### src/rtl/pc_sequencer_if.sv
// Fetch/redirect/instruction bus between the PC sequencer and its surroundings.
// The master side is the sequencer; the slave side is memory plus pipeline.
interface pc_sequencer_if #(
  parameter int BITSIZE = 32
);
  logic               Stall;
  logic               BranchTaken;
  logic [BITSIZE-1:0] BranchPC;
  logic [BITSIZE-1:0] Immediate;
  logic               JumpEn;
  logic [BITSIZE-1:0] JumpTarget;
  logic               IMemReq;
  logic [BITSIZE-1:0] IMemAddr;
  logic               IMemAck;
  logic [BITSIZE-1:0] IMemData;
  logic               InstrValid;
  logic [BITSIZE-1:0] Instr;
  logic [BITSIZE-1:0] InstrPC;
  logic               Flush;

  modport master (
    input  Stall, BranchTaken, BranchPC, Immediate, JumpEn, JumpTarget,
    input  IMemAck, IMemData,
    output IMemReq, IMemAddr, InstrValid, Instr, InstrPC, Flush
  );

  modport slave (
    output Stall, BranchTaken, BranchPC, Immediate, JumpEn, JumpTarget,
    output IMemAck, IMemData,
    input  IMemReq, IMemAddr, InstrValid, Instr, InstrPC, Flush
  );
endinterface

### src/rtl/pc_sequencer.sv
// PC sequencer: fetches sequential words, holds one instruction for the
// pipeline, honours stalls and redirects (jump over branch), pulses Flush.
module pc_sequencer #(
  parameter int                 BITSIZE      = 32,
  parameter logic [BITSIZE-1:0] RESET_VECTOR = {BITSIZE{1'b0}}
) (
  input  logic                   clk,
  input  logic                   rst,
  pc_sequencer_if.master         bus
);

  typedef enum logic [1:0] {
    S_IDLE  = 2'd0,
    S_FETCH = 2'd1,
    S_STALL = 2'd2
  } state_t;

  state_t             r_state;
  state_t             w_state_nxt;
  logic [BITSIZE-1:0] r_pc;
  logic [BITSIZE-1:0] w_pc_nxt;
  logic [BITSIZE-1:0] r_instr;
  logic [BITSIZE-1:0] w_instr_nxt;
  logic [BITSIZE-1:0] r_instr_pc;
  logic [BITSIZE-1:0] w_instr_pc_nxt;
  logic               r_valid;
  logic               w_valid_nxt;
  logic               r_flush;
  logic               w_flush_nxt;

  logic               w_redirect;
  logic [BITSIZE-1:0] w_jump_target;
  logic [BITSIZE-1:0] w_branch_target;
  logic [BITSIZE-1:0] w_target;

  // Redirects are only honoured once the sequencer has left IDLE.
  assign w_redirect      = (r_state != S_IDLE) && (bus.JumpEn || bus.BranchTaken);
  assign w_jump_target   = {bus.JumpTarget[BITSIZE-1:2], 2'b00};
  // Immediate counts words; the shift and add wrap modulo 2^BITSIZE.
  assign w_branch_target = bus.BranchPC + (bus.Immediate << 2);
  assign w_target        = bus.JumpEn ? w_jump_target : w_branch_target;

  // Next-state and datapath update; every field defaults to holding.
  always_comb begin
    w_state_nxt    = r_state;
    w_pc_nxt       = r_pc;
    w_instr_nxt    = r_instr;
    w_instr_pc_nxt = r_instr_pc;
    w_valid_nxt    = r_valid;
    w_flush_nxt    = 1'b0;
    if (w_redirect) begin
      // Ack and Stall in this cycle are both discarded.
      w_state_nxt = S_FETCH;
      w_pc_nxt    = w_target;
      w_valid_nxt = 1'b0;
      w_flush_nxt = 1'b1;
    end else begin
      case (r_state)
        S_IDLE: begin
          w_state_nxt = S_FETCH;
        end
        S_FETCH: begin
          if (r_valid && bus.Stall) begin
            // Held instruction not consumed: park, refuse this ack.
            w_state_nxt = S_STALL;
          end else if (bus.IMemAck) begin
            w_instr_nxt    = bus.IMemData;
            w_instr_pc_nxt = r_pc;
            w_valid_nxt    = 1'b1;
            w_pc_nxt       = r_pc + 32'd4;
          end else begin
            // Held instruction consumed and nothing new arrived.
            w_valid_nxt = 1'b0;
          end
        end
        S_STALL: begin
          if (!bus.Stall) begin
            // Instruction consumed this cycle; do not present it again.
            w_state_nxt = S_FETCH;
            w_valid_nxt = 1'b0;
          end else begin
            w_state_nxt = S_STALL;
          end
        end
        default: begin
          w_state_nxt = S_IDLE;
        end
      endcase
    end
  end

  // State and datapath registers with synchronous reset.
  always_ff @(posedge clk) begin
    if (rst) begin
      r_state    <= S_IDLE;
      r_pc       <= RESET_VECTOR;
      r_instr    <= {BITSIZE{1'b0}};
      r_instr_pc <= {BITSIZE{1'b0}};
      r_valid    <= 1'b0;
      r_flush    <= 1'b0;
    end else begin
      r_state    <= w_state_nxt;
      r_pc       <= w_pc_nxt;
      r_instr    <= w_instr_nxt;
      r_instr_pc <= w_instr_pc_nxt;
      r_valid    <= w_valid_nxt;
      r_flush    <= w_flush_nxt;
    end
  end

  assign bus.IMemReq    = (r_state == S_FETCH);
  assign bus.IMemAddr   = r_pc;
  assign bus.InstrValid = r_valid;
  assign bus.Instr      = r_instr;
  assign bus.InstrPC    = r_instr_pc;
  assign bus.Flush      = r_flush;

endmodule

### src/flat_wrapper.sv
// flat-port wrapper written by rule: the top's interface ports become plain ports
module pc_sequencer_flat 
#(
  parameter int                 BITSIZE      = 32,
  parameter logic [BITSIZE-1:0] RESET_VECTOR = {BITSIZE{1'b0}}
)
  (clk, rst, bus_Stall, bus_BranchTaken, bus_BranchPC, bus_Immediate, bus_JumpEn, bus_JumpTarget, bus_IMemAck, bus_IMemData, bus_IMemReq, bus_IMemAddr, bus_InstrValid, bus_Instr, bus_InstrPC, bus_Flush);
  pc_sequencer_if #(.BITSIZE(BITSIZE)) bus_i ();
  input  logic clk;
  input  logic rst;
  input wire logic [$bits(bus_i.Stall)-1:0] bus_Stall;
  input wire logic [$bits(bus_i.BranchTaken)-1:0] bus_BranchTaken;
  input wire logic [$bits(bus_i.BranchPC)-1:0] bus_BranchPC;
  input wire logic [$bits(bus_i.Immediate)-1:0] bus_Immediate;
  input wire logic [$bits(bus_i.JumpEn)-1:0] bus_JumpEn;
  input wire logic [$bits(bus_i.JumpTarget)-1:0] bus_JumpTarget;
  input wire logic [$bits(bus_i.IMemAck)-1:0] bus_IMemAck;
  input wire logic [$bits(bus_i.IMemData)-1:0] bus_IMemData;
  output wire logic [$bits(bus_i.IMemReq)-1:0] bus_IMemReq;
  output wire logic [$bits(bus_i.IMemAddr)-1:0] bus_IMemAddr;
  output wire logic [$bits(bus_i.InstrValid)-1:0] bus_InstrValid;
  output wire logic [$bits(bus_i.Instr)-1:0] bus_Instr;
  output wire logic [$bits(bus_i.InstrPC)-1:0] bus_InstrPC;
  output wire logic [$bits(bus_i.Flush)-1:0] bus_Flush;
  assign bus_i.Stall = bus_Stall;
  assign bus_i.BranchTaken = bus_BranchTaken;
  assign bus_i.BranchPC = bus_BranchPC;
  assign bus_i.Immediate = bus_Immediate;
  assign bus_i.JumpEn = bus_JumpEn;
  assign bus_i.JumpTarget = bus_JumpTarget;
  assign bus_i.IMemAck = bus_IMemAck;
  assign bus_i.IMemData = bus_IMemData;
  assign bus_IMemReq = bus_i.IMemReq;
  assign bus_IMemAddr = bus_i.IMemAddr;
  assign bus_InstrValid = bus_i.InstrValid;
  assign bus_Instr = bus_i.Instr;
  assign bus_InstrPC = bus_i.InstrPC;
  assign bus_Flush = bus_i.Flush;
  pc_sequencer #(.BITSIZE(BITSIZE), .RESET_VECTOR(RESET_VECTOR)) u_core (.clk(clk), .rst(rst), .bus(bus_i));
endmodule
### config.mk
export PLATFORM = sky130hd
export DESIGN_NAME = pc_sequencer_flat
export DESIGN_NICKNAME = d
export VERILOG_FILES = /design/src/rtl/pc_sequencer_if.sv /design/src/rtl/pc_sequencer.sv /design/src/flat_wrapper.sv
export SDC_FILE = /design/constraint.sdc
export NUM_CORES = 1
export LEC_CHECK = 0
export BUFFER_PORTS_ARGS = -buffer_cell sky130_fd_sc_hd__buf_4
export CAP_MARGIN = 20
export CORE_ASPECT_RATIO = 1.1
export CORE_MARGIN = 2
export CORE_UTILIZATION = 42
export CTS_BUF_LIST = sky130_fd_sc_hd__clkbuf_16
export DETAILED_ROUTE_END_ITERATION = 16
export HOLD_SLACK_MARGIN = 0.03
export PLACE_DENSITY_LB_ADDON = 0.15
export REMOVE_ABC_BUFFERS = 1
export SYNTH_ARGS = -nofsm -noshare
export SYNTH_HDL_FRONTEND = slang
export SYNTH_SLANG_ARGS = --single-unit
export TNS_END_PERCENT = 20
### constraint.sdc
create_clock -name clk -period 5.65 [get_ports clk]
set_clock_uncertainty 0.2 [all_clocks]
set_input_delay 0.565 -clock clk [delete_from_list [all_inputs] [get_ports clk]]
set_output_delay 0.565 -clock clk [all_outputs]
set_load 0.02 [all_outputs]
---- After elaboration in Yosys (flattened, before gate mapping) ----
Index checks and enable logic that the tools add are counted.
word-level totals
  logic and storage cells ................. 44
  input bits .............................. 134
  memory bits (read-only) ................. 0
  latch bits .............................. 0
  bits in registers ....................... 100
  output and inout bits ................... 99
  memories ................................ 0
  RAM bits ................................ 0
cells by class
  reductions and logical operators ........ 12
  bitwise gates (word level) .............. 2
  mux-type cells .......................... 14
  order comparisons ....................... 0
  equality and inequality tests ........... 7
  shift operators ......................... 0
  multipliers ............................. 0
  div/mod/pow operators ................... 0
  add/sub/neg operators ................... 2
operator list
  kind                     number
  $mux W32                 5
  $add A32 B3 Y32 const B  1
  $add A32 B32 Y32         1
  $reduce_bool A2 Y1       4
  $pmux W2 S3              1
  $reduce_and A3 Y1        2
  $mux W1                  5
  $mux W2                  2
  $ne A2 B1 Y1 const B     2
  $ne A2 B2 Y1 const B     2
  $reduce_and A4 Y1        1
  $ne A3 B1 Y1 const B     1
  $eq A2 B1 Y1 const B     1
  $eq A2 B2 Y1 const B     1
  $logic_and A1 B1 Y1      2
  $logic_not A2 Y1         1
  $not A1 Y1               2
  $pmux W1 S2              1
  $reduce_or A2 Y1         1
  $logic_or A1 B1 Y1       1

---- Logic depth before layout (Yosys ltp) ----
Gate-level depths: netlist of run 1.
  depth in word-level cells ............... 5
  mapped depth ............................ 10
  mapped depth without buffers ............ 10

---- Least setup slack after synthesis of run 1 ----
OpenSTA, ideal clock, no wires.
  kind .................................... input to register
  start point ............................. in bus_Immediate[0]
  end point ............................... reg u_core.r_pc[22], in the netlist u_core.bus.IMemAddr[22]
  data required time ...................... 5.359 ns
  arrival time ............................ 2.569 ns
  path buffers ............................ 0
  slack ................................... 2.790 ns
  stages .................................. 10
  setup time .............................. 0.091 ns
  path through ............................ ha_1 -> fa_1 -> a21o_1 -> nand4_1 -> nand4bb_1 -> nand3_1 -> a31oi_1 -> o21a_1 -> or3_1 -> a311oi_1
on the way
  word-level cells in the longest chain between the ends .. 3
ends and longest elaborated chain
  what                  line                 text
  from (decl)           flat_wrapper.sv:14   input wire logic [$bits(bus_i.Immediate)-1:0] bus_Immediate;
  $add A32 B32 Y32      pc_sequencer.sv:40   assign w_branch_target = bus.BranchPC + (bus.Immediate << 2);
  $mux W32              pc_sequencer.sv:41   assign w_target = bus.JumpEn ? w_jump_target : w_branch_target;
  $mux W32              pc_sequencer.sv:51   if (w_redirect) begin
  to (signal assigned)  pc_sequencer.sv:103  r_pc <= w_pc_nxt;
  to (decl)             pc_sequencer.sv:20   logic [BITSIZE-1:0] r_pc;
No other way between the ends.
A chain may end at the register's enable or synchronous reset.

---- Worst setup path after layout of run 1 ----
Ends and elaborated chain as after synthesis.

==> impl_metrics.toml, run 1 <==
[timing]
tightest_slew_ns = 0.704
drv_slew = 0
tns_ns = 0
period_share = 0.507
finalSetupViolCount = 0
min_period_ns = 2.86
fmax_ghz = 0.349
rsz0062_at_grt = "false"
holdWs_ns = 0.254
final-hold-violation-count = 0
relSlewSlack = 0.531

[clocking]
clk_latency_ns = 0.34
cts.sinks = 100
cts-root-buf = "clkbuf_16"
cts_setup_buffers = 0
cts_resized = 0
cts_tree = "built"
cts_max_path_buffers = 2
cts_buffers = 9
hold_buffers = 0
clk_pin_slew_worst_paths_ns = 0.06
htree_levels = 3

[routing]
firstDrtPassIters = 5
routedWlPerCell_um = 14.7
routed_wirelength_um = 17100
vias = 6087
drtIter0Drc = 317
drc = 0
vias_per_cell = 5.23
antenna_left = 0

[worst_setup_path]
cp.arrival_ns = 2.92
worstSetupEndpointType = "flop"
crit_type = "primary input to flop"
cp.required_ns = 5.70
critical_path.max_fanout = 3
start_kind = "primary input"

[grt]
antenna_found_initial = 0
grt_max_degree = 64
grt-ovfl-total = 0
grt_usage = 0.215
grt_first_pass_wirelength_um = 27000
grt_pass1_vias = 5353

[yosys]
synth_compound_area_frac = 0.247
ys_warn_count = 0
synth_top_area_share = 0.332
synth-edff-count = 0
syn_avg_cell_area_um2 = 7.76
seq_area_frac_synth = 0.332
netlist_top_cells_area = "dfxtp_1 (33%), nand2_1 (10%), a21oi_1 (9.1%)"
synth-seq-cells = 100
async_reset_ff_frac = 0
yosys.area_share.xor_xnor = 0.0669
synth.largest_area_cell = "dfxtp_1"
netlist_area_um2 = 6020
synth_mux_area_frac = 0.0177
synth_cells = 776
synthDistinctLibCells = 74
synth_adder_area_share = 0.0657
synthFlopType = "dfxtp_1"
synthSimpleGateAreaFrac = 0.228
synth_top_family_by_area = "compound AO/OA/AOI/OAI gates"

[power]
p_leak_nw = 3.54
power_density_nw_per_um2 = 232
ir_drop_mv = 0.154

[layout]
layout_common_cells = "buf_4 (233), nand2_1 (161), a21oi_1 (109)"
fin_nets = 1137
seq_area_um2 = 2000
multi_input_area_um2 = 3790
n_fill_cell = 1393
drive_gt1_frac = 0.284
final_common_cell = "buf_4"
n_antenna_cell = 0
syn_to_final_growth_pct = 34.9

[floorplan]
initial_core_util = 0.433
fp.dieW_um = 118
die_y_um = 130
die_area_um2 = 15300
ios = 233
rows = 45
coreArea_um2 = 13900

[hold_path]
hp-class = "flop to flop"

[place]
gp_congestion = 0.831
dp_hpwl_um = 12800
io_buffers = 228

[outcome]
outcome = "complete, no violations"

[flow_run]
maxCapViolCount = 0
-- Yosys cell counts (all sizes together) (3+ instances only) --
cell	n
and2	5
o31ai	3
ha	30
a221oi	6
nand2b	6
mux2i	8
xnor2	22
nor3	11
o21a	4
o21ai	28
a311oi	3
a21oi	111
clkbuf	33
and4	5
nand4	9
dfxtp	100
nor2	39
nor2b	6
buf	16
a31oi	6
and3	19
o211ai	3
inv	8
nand2	162
nand3	22
xor2	24
a211oi	33
a21o	20
-- layout make-up --
cell class / instances / area share
multi-input cells: 619 / 0.466
flip-flops and latches: 100 / 0.246
repair buffers: 234 / 0.217
well taps: 188 / 0.0290
clock buffers: 9 / 0.0277
clock inverters: 6 / 0.00986
inverters: 8 / 0.00370
-- where the power goes --
part / switching, mW / leakage, nW / total, mW / internal (mW)
combinational: 0.250 / 2.58 / 0.471 / 0.221
clock: 0.260 / 0.146 / 0.642 / 0.382
sequential: 0.0388 / 0.815 / 0.773 / 0.734
-- path summary, 6_finish.rpt --
kind                                                     startpoint                              endpoint  slack [ns]  cells after the start
worst max-delay path                               bus_Immediate[0]  u_core.bus.IMemAddr[22]$_SDFFE_PP0P_        2.79                     11
worst min-delay path            u_core.bus.InstrPC[11]$_SDFFE_PP0P_   u_core.bus.InstrPC[11]$_SDFFE_PP0P_        0.25                      2
worst max register to register  u_core.bus.IMemAddr[9]$_SDFFE_PP0P_  u_core.bus.IMemAddr[31]$_SDFFE_PP0P_        3.14                      8
worst min register to register  u_core.bus.InstrPC[11]$_SDFFE_PP0P_   u_core.bus.InstrPC[11]$_SDFFE_PP0P_        0.25                      2
-- critical path, stage by stage --
cell and delay, ns:
buf_4 0.11, ha_1 0.23, fa_1 0.41, a21o_1 0.21
nand4_1 0.13, nand4bb_1 0.16, nand3_1 0.18, a31oi_1 0.12
o21a_1 0.18, or3_1 0.36, a311oi_1 0.26
-- logic make-up (layout without fill, tap and decap cells) --
logic type / Yosys count / in the layout
AOI/OAI and AO/OA: 233 / 233
muxes: 10 / 10
buffers and inverters: 57 / 257
xor gates and xnor gates: 46 / 46
and+or+nand+nor: 299 / 299
DFF: 100 / 100
adders and majority gates: 31 / 31
-- per-stage QoR --
stage | total power, mW | setup slack (ns) | instance area, um2 | instances | utilization
2_1_floorplan | 1.05 | 0.650 | 5800 | 727 | -
3_3_place_gp | 1.25 | 2.44 | 7800 | 1148 | 0.561
3_5_place_dp | 1.26 | 2.33 | 7800 | 1148 | 0.561
4_1_cts | 1.90 | 2.74 | 8110 | 1163 | 0.583
5_1_grt | 1.98 | 2.63 | 8120 | 1164 | 0.584
6_report | 1.89 | 2.79 | 8120 | 1164 | 0.584
-- flip-flops by register name, summed over array words and instances, names as in the netlist --
name                   count
u_core.bus.IMemAddr       32
u_core.bus.InstrPC        32
u_core.bus.Instr          32
u_core.r_state             2
u_core.bus.Flush           1
u_core.bus.InstrValid      1
-- routing by layer --
layer | track usage | vias up | routed length (um)
li1 | - | 3164 | -
met1 | 0.298 | 2704 | 8110
met2 | 0.343 | 194 | 7730
met3 | 0.0255 | 25 | 874
met4 | 0.0815 | 0 | 403
met5 | 0 | - | 0
No activity file was read; power rests on OpenSTA's default activity.
==> run 2: changes to the inputs <==
==> constraint.sdc (replaced) <==
create_clock -name clk -period 2.3 [get_ports clk]
set_clock_uncertainty 0.2 [all_clocks]
set_input_delay 0.23 -clock clk [delete_from_list [all_inputs] [get_ports clk]]
set_output_delay 0.23 -clock clk [all_outputs]
set_load 0.02 [all_outputs]
==> impl_metrics.toml, run 2 (synthesis gave the netlist of run 1 again) <==
[outcome]
outcome = "complete, no violations"

[layout]
n_fill_cell = 1228
fin_area_um2 = 9280
n_antenna_cell = 0
seq_area_um2 = 2000
syn_to_final_growth_pct = 54.1
post-route-util = 0.667
final_common_cell = "buf_4"
drive_gt1_frac = 0.344
instances_no_fill = 1298
layout_common_cells = "buf_4 (327), nand2_1 (161), a21oi_1 (108)"
fin_nets = 1271
multi_input_area_um2 = 3860

[worst_setup_path]
path_cells = "buf_6 > ha_4 > fa_2 > a21o_1 > nand4_1 > nand4bb_1 > nand3_2 > a31oi_4 > o21a_1 > or3_1 > a311oi_1"
r2r_cells = 8
cp.required_ns = 2.35
cp_num_buf_inv = 1
worstSetupEndpointType = "flop"
slowest_delay_ns = 0.36
reg2reg_slack_ns = 0.10
cpLargestDelayFamily = "simple AND/OR/NAND/NOR gates"
start_kind = "primary input"
timing.rr.end = "u_core.bus.IMemAddr[31]$_SDFFE_PP0P_"
cp.arrival_ns = 2.34
critPathSlowestCell = "fa_2"
critical_path.max_fanout = 3
reg2reg_from = "u_core.bus.IMemAddr[9]$_SDFFE_PP0P_"
crit_type = "primary input to flop"

[power]
internal_power_mw = 3.27
power_frac_clock = 0.284
power_density_nw_per_um2 = 503
p_leak_nw = 4.19
power_frac_seq = 0.400
ir_drop_mv = 0.319
combPwrFrac = 0.317
p_sw_mw = 1.39
swShare = 0.299

[timing]
fmax_ghz = 0.437
min_period_ns = 2.29
drv_slew = 0
tns_ns = 0
rsz0062_at_grt = "true"
final-hold-violation-count = 0
tightest_slew_ns = 0.408
finalSetupViolCount = 0
period_share = 0.996
relSlewSlack = 0.727
fin_ws_ns = 0.00909

[floorplan]
coreArea_um2 = 13900
ios = 233
rows = 45
die_area_um2 = 15300
fp.dieW_um = 118
die_y_um = 130
initial_core_util = 0.433

[routing]
firstDrtPassIters = 5
routedWlPerCell_um = 14.4
drtIter0Drc = 354
drc = 0
routed_wirelength_um = 18700
vias = 6578
antenna_left = 0
vias_per_cell = 5.07

[grt]
grt_max_degree = 59
grt-ovfl-total = 0
grt_usage = 0.234
antenna_found_initial = 0
grt_first_pass_wirelength_um = 29700
grt_pass1_vias = 6092

[hold_path]
min-delay-start = "bus_JumpTarget[10]"
hp-class = "primary input to flop"
hold_end = "u_core.bus.IMemAddr[10]$_SDFFE_PP0P_"
whs_path_depth = 3

[place]
dp_slack_ns = -0.520
dp_hpwl_um = 14200
dp.cells = 1246
io_buffers = 228
gp_congestion = 0.880
dpl_cell_area_um2 = 8580

[clocking]
htree_levels = 3
clk_latency_ns = 0.34
cts_buffers = 9
cts.sinks = 100
cts_max_path_buffers = 2
clk_pin_slew_worst_paths_ns = 0.06
cts_tree = "built"
cts-root-buf = "clkbuf_16"

[flow_run]
maxCapViolCount = 0
run 2: worst min-delay path: cells and delay by family:
| kind | cells | cell delay [ns] |
|---|---|---|
| buf+inv | 1 | 0.07 |
| compound gates | 2 | 0.23 |
run 2: worst max path at each step:
| stage | from | to | slack, ns | depth (start not counted) |
|---|---|---|---|---|
| 2_1_floorplan | u_core.r_state[0]$_SDFFE_PP0P_ | u_core.bus.IMemAddr[10]$_SDFFE_PP0P_ | -2.70 | 6 |
| 3_3_place_gp | bus_Immediate[0] | u_core.bus.IMemAddr[22]$_SDFFE_PP0P_ | -0.46 | 11 |
| 3_5_place_dp | bus_Immediate[0] | u_core.bus.IMemAddr[22]$_SDFFE_PP0P_ | -0.52 | 11 |
| 4_1_cts | bus_Immediate[0] | u_core.bus.IMemAddr[22]$_SDFFE_PP0P_ | 0.002 | 11 |
| 5_1_grt | bus_BranchPC[2] | u_core.bus.IMemAddr[22]$_SDFFE_PP0P_ | -0.10 | 11 |
| 6_report | bus_BranchPC[2] | u_core.bus.IMemAddr[22]$_SDFFE_PP0P_ | 0.009 | 11 |
run 2: power groups by stage:
stage	clock network [mW]	logic (mW)	registers [mW]
2_1_floorplan	0	0.594	2.00
3_3_place_gp	0	1.39	1.90
3_5_place_dp	0	1.39	1.90
4_1_cts	1.35	1.45	1.86
5_1_grt	1.43	1.61	1.87
6_report	1.32	1.48	1.86
run 2: area by class of cell:
cell class	count	share of cell area
multi-input cells	619	0.416
flip-flops and latches	100	0.216
clock inverters	6	0.00270
clock buffers	9	0.0243
well taps	188	0.0254
repair buffers	368	0.312
inverters	8	0.00324
run 2: what timing repair did:
action / in CTS / in global routing
pin swaps: 5 / 11
gates resized for setup: 3 / 12
buffers inserted: 0 / 1
hold buffers: 36 / 0
gates cloned: 0 / 0
endpoints found under the hold margin: 36 / 0
endpoints found under the setup margin: 5 / 11
run 2: layer usage:
layer	global-route usage	vias up	wire length (um)
met5	0	-	0
met4	0.0496	0	186
met3	0.0370	15	1030
met2	0.400	211	8930
met1	0.314	2938	8540
li1	-	3414	-
run 2: per-stage QoR:
stage,power [mW],hold WS [ns]
2_1_floorplan,2.59,0.0962
3_3_place_gp,3.29,0.242
3_5_place_dp,3.29,0.247
4_1_cts,4.66,0.0327
5_1_grt,4.91,0.0440
6_report,4.66,0.0433
==> run 3: changes to the inputs <==
--- a/config.mk
+++ b/config.mk
@@ -5,13 +5,13 @@
 export SDC_FILE = /design/constraint.sdc
 export NUM_CORES = 1
 export LEC_CHECK = 0
-export BUFFER_PORTS_ARGS = -buffer_cell sky130_fd_sc_hd__buf_4
 export CAP_MARGIN = 20
 export CORE_ASPECT_RATIO = 1.1
 export CORE_MARGIN = 2
 export CORE_UTILIZATION = 42
 export CTS_BUF_LIST = sky130_fd_sc_hd__clkbuf_16
 export DETAILED_ROUTE_END_ITERATION = 16
+export DONT_BUFFER_PORTS = 1
 export HOLD_SLACK_MARGIN = 0.03
 export PLACE_DENSITY_LB_ADDON = 0.15
 export REMOVE_ABC_BUFFERS = 1
==> impl_metrics.toml, run 3 (synthesis gave the netlist of run 1 again) <==
[floorplan]
die_y_um = 130
coreArea_um2 = 13900
ios = 233
rows = 45
fp.dieW_um = 118
die_area_um2 = 15300
initial_core_util = 0.433

[routing]
vias_per_cell = 5.47
top_layer = "met4"
wl_met3_um = 1400
drc = 0
wl_met1_um = 8010
routed_wirelength_um = 18600
route.met2.wl_um = 8620
vias = 5992
drtIter0Drc = 391
antenna_left = 0
routedWlPerCell_um = 16.9
firstDrtPassIters = 5

[worst_setup_path]
crit_type = "flop to flop"
reg2reg_slack_ns = 0.07
r2r_cells = 8
cp.required_ns = 2.35
critical_path.max_fanout = 4
reg2reg_from = "u_core.bus.IMemAddr[12]$_SDFFE_PP0P_"
timing.rr.end = "u_core.bus.IMemAddr[31]$_SDFFE_PP0P_"
cp.arrival_ns = 2.27
start_kind = "flop"
worstSetupEndpointType = "flop"

[grt]
grt_first_pass_wirelength_um = 29300
grt_max_degree = 94
grt-ovfl-total = 0
grt_usage = 0.235
grt_pass1_vias = 5910
antenna_found_initial = 0

[power]
combPwrFrac = 0.264
internal_power_mw = 3.22
power_density_nw_per_um2 = 582
p_sw_mw = 1.38
fin_total_pwr_mw = 4.60
power_frac_seq = 0.411
p_leak_nw = 3.16
ir_drop_mv = 0.333
power_frac_clock = 0.325
swShare = 0.300

[layout]
fin_nets = 1068
n_fill_cell = 1286
layout_common_cells = "nand2_1 (161), a21oi_1 (109), dfxtp_1 (100)"
multi_input_area_um2 = 3860
fin_area_um2 = 7900
syn_to_final_growth_pct = 31.2
n_antenna_cell = 0
post-route-util = 0.568
seq_area_um2 = 2000
drive_gt1_frac = 0.170
final_common_cell = "nand2_1"

[timing]
drv_slew = 0
period_share = 0.969
fmax_ghz = 0.449
relSlewSlack = 0.698
final-hold-violation-count = 0
min_period_ns = 2.23
rsz0062_at_grt = "true"
tightest_slew_ns = 0.452
finalSetupViolCount = 0

[clocking]
cts_tree = "built"
clk_pin_slew_worst_paths_ns = 0.07
cts.sinks = 100
cts-root-buf = "clkbuf_16"
htree_levels = 3
cts_max_path_buffers = 2
clk_latency_ns = 0.35
cts_buffers = 9

[outcome]
outcome = "complete, no violations"

[place]
dpl_cell_area_um2 = 6810
io_buffers = 0
gp_congestion = 0.877
dp_hpwl_um = 13400

[hold_path]
hold_end = "u_core.bus.IMemAddr[17]$_SDFFE_PP0P_"
whs_path_depth = 3
hp-class = "primary input to flop"
min-delay-start = "bus_JumpTarget[17]"

[flow_run]
maxCapViolCount = 0
-- run 3: metal layers --
layer  track usage  up-vias
met5             0        -
met4        0.0985        0
met3        0.0638       34
met2         0.390      227
met1         0.290     2720
li1              -     3011
-- run 3: power groups by stage --
| stage | Clock (mW) | Combinational, mW | Sequential [mW] |
|---|---|---|---|
| 3_5_place_dp | 0 | 1.05 | 1.93 |
| 2_1_floorplan | 0 | 0.594 | 2.00 |
| 4_1_cts | 1.52 | 1.19 | 1.89 |
| 3_3_place_gp | 0 | 1.03 | 1.92 |
| 5_1_grt | 1.59 | 1.33 | 1.89 |
| 6_report | 1.49 | 1.21 | 1.89 |
-- run 3: final cells by class --
type,count,share of cell area
flip-flops and latches,100,0.253
multi-input cells,619,0.489
repair buffers,165,0.187
well taps,188,0.0298
clock inverters,7,0.00855
inverters,8,0.00380
clock buffers,9,0.0285
-- run 3: worst max path at each step --
stage / start / to / slack, ns / depth (start not counted)
4_1_cts: bus_Immediate[0] / u_core.bus.IMemAddr[22]$_SDFFE_PP0P_ / 0.03 / 10
3_5_place_dp: bus_Immediate[0] / u_core.bus.IMemAddr[22]$_SDFFE_PP0P_ / -0.43 / 10
3_3_place_gp: bus_Immediate[0] / u_core.bus.IMemAddr[22]$_SDFFE_PP0P_ / -0.36 / 10
6_report: u_core.bus.IMemAddr[12]$_SDFFE_PP0P_ / u_core.bus.IMemAddr[31]$_SDFFE_PP0P_ / 0.07 / 8
5_1_grt: u_core.bus.IMemAddr[11]$_SDFFE_PP0P_ / u_core.bus.IMemAddr[29]$_SDFFE_PP0P_ / -0.03 / 8
2_1_floorplan: u_core.r_state[0]$_SDFFE_PP0P_ / u_core.bus.IMemAddr[10]$_SDFFE_PP0P_ / -2.70 / 6
-- run 3: critical path, stage by stage, from the launching register on --
cell and delay, ns:
dfxtp_1 0.32, and4_1 0.21, and4_1 0.27, nand4_1 0.22
nor3_2 0.27, nand3_1 0.13, xnor2_1 0.17, a22o_1 0.19
a21o_1 0.15
-- run 3: what timing repair did --
| item | 4_1_cts | 5_1_grt |
|---|---|---|
| pin swaps | 2 | 8 |
| endpoints found under the hold margin | 100 | 0 |
| hold buffers | 68 | 0 |
| buffers inserted | 0 | 2 |
| setup endpoints to repair | 1 | 13 |
| gates resized for setup | 2 | 11 |
-- run 3: through the flow --
stage	setup WS (ns)	TNS [ns]	hold slack [ns]	std cells
floorplan	-2.70	-160.36	0.0962	727
global placement	-0.359	-2.80	0.110	1010
detailed placement	-0.429	-3.48	0.112	1010
CTS	0.0297	0	0.0301	1094
global route	-0.0349	-0.129	0.0672	1096
finish	0.0712	0	0.0408	1096
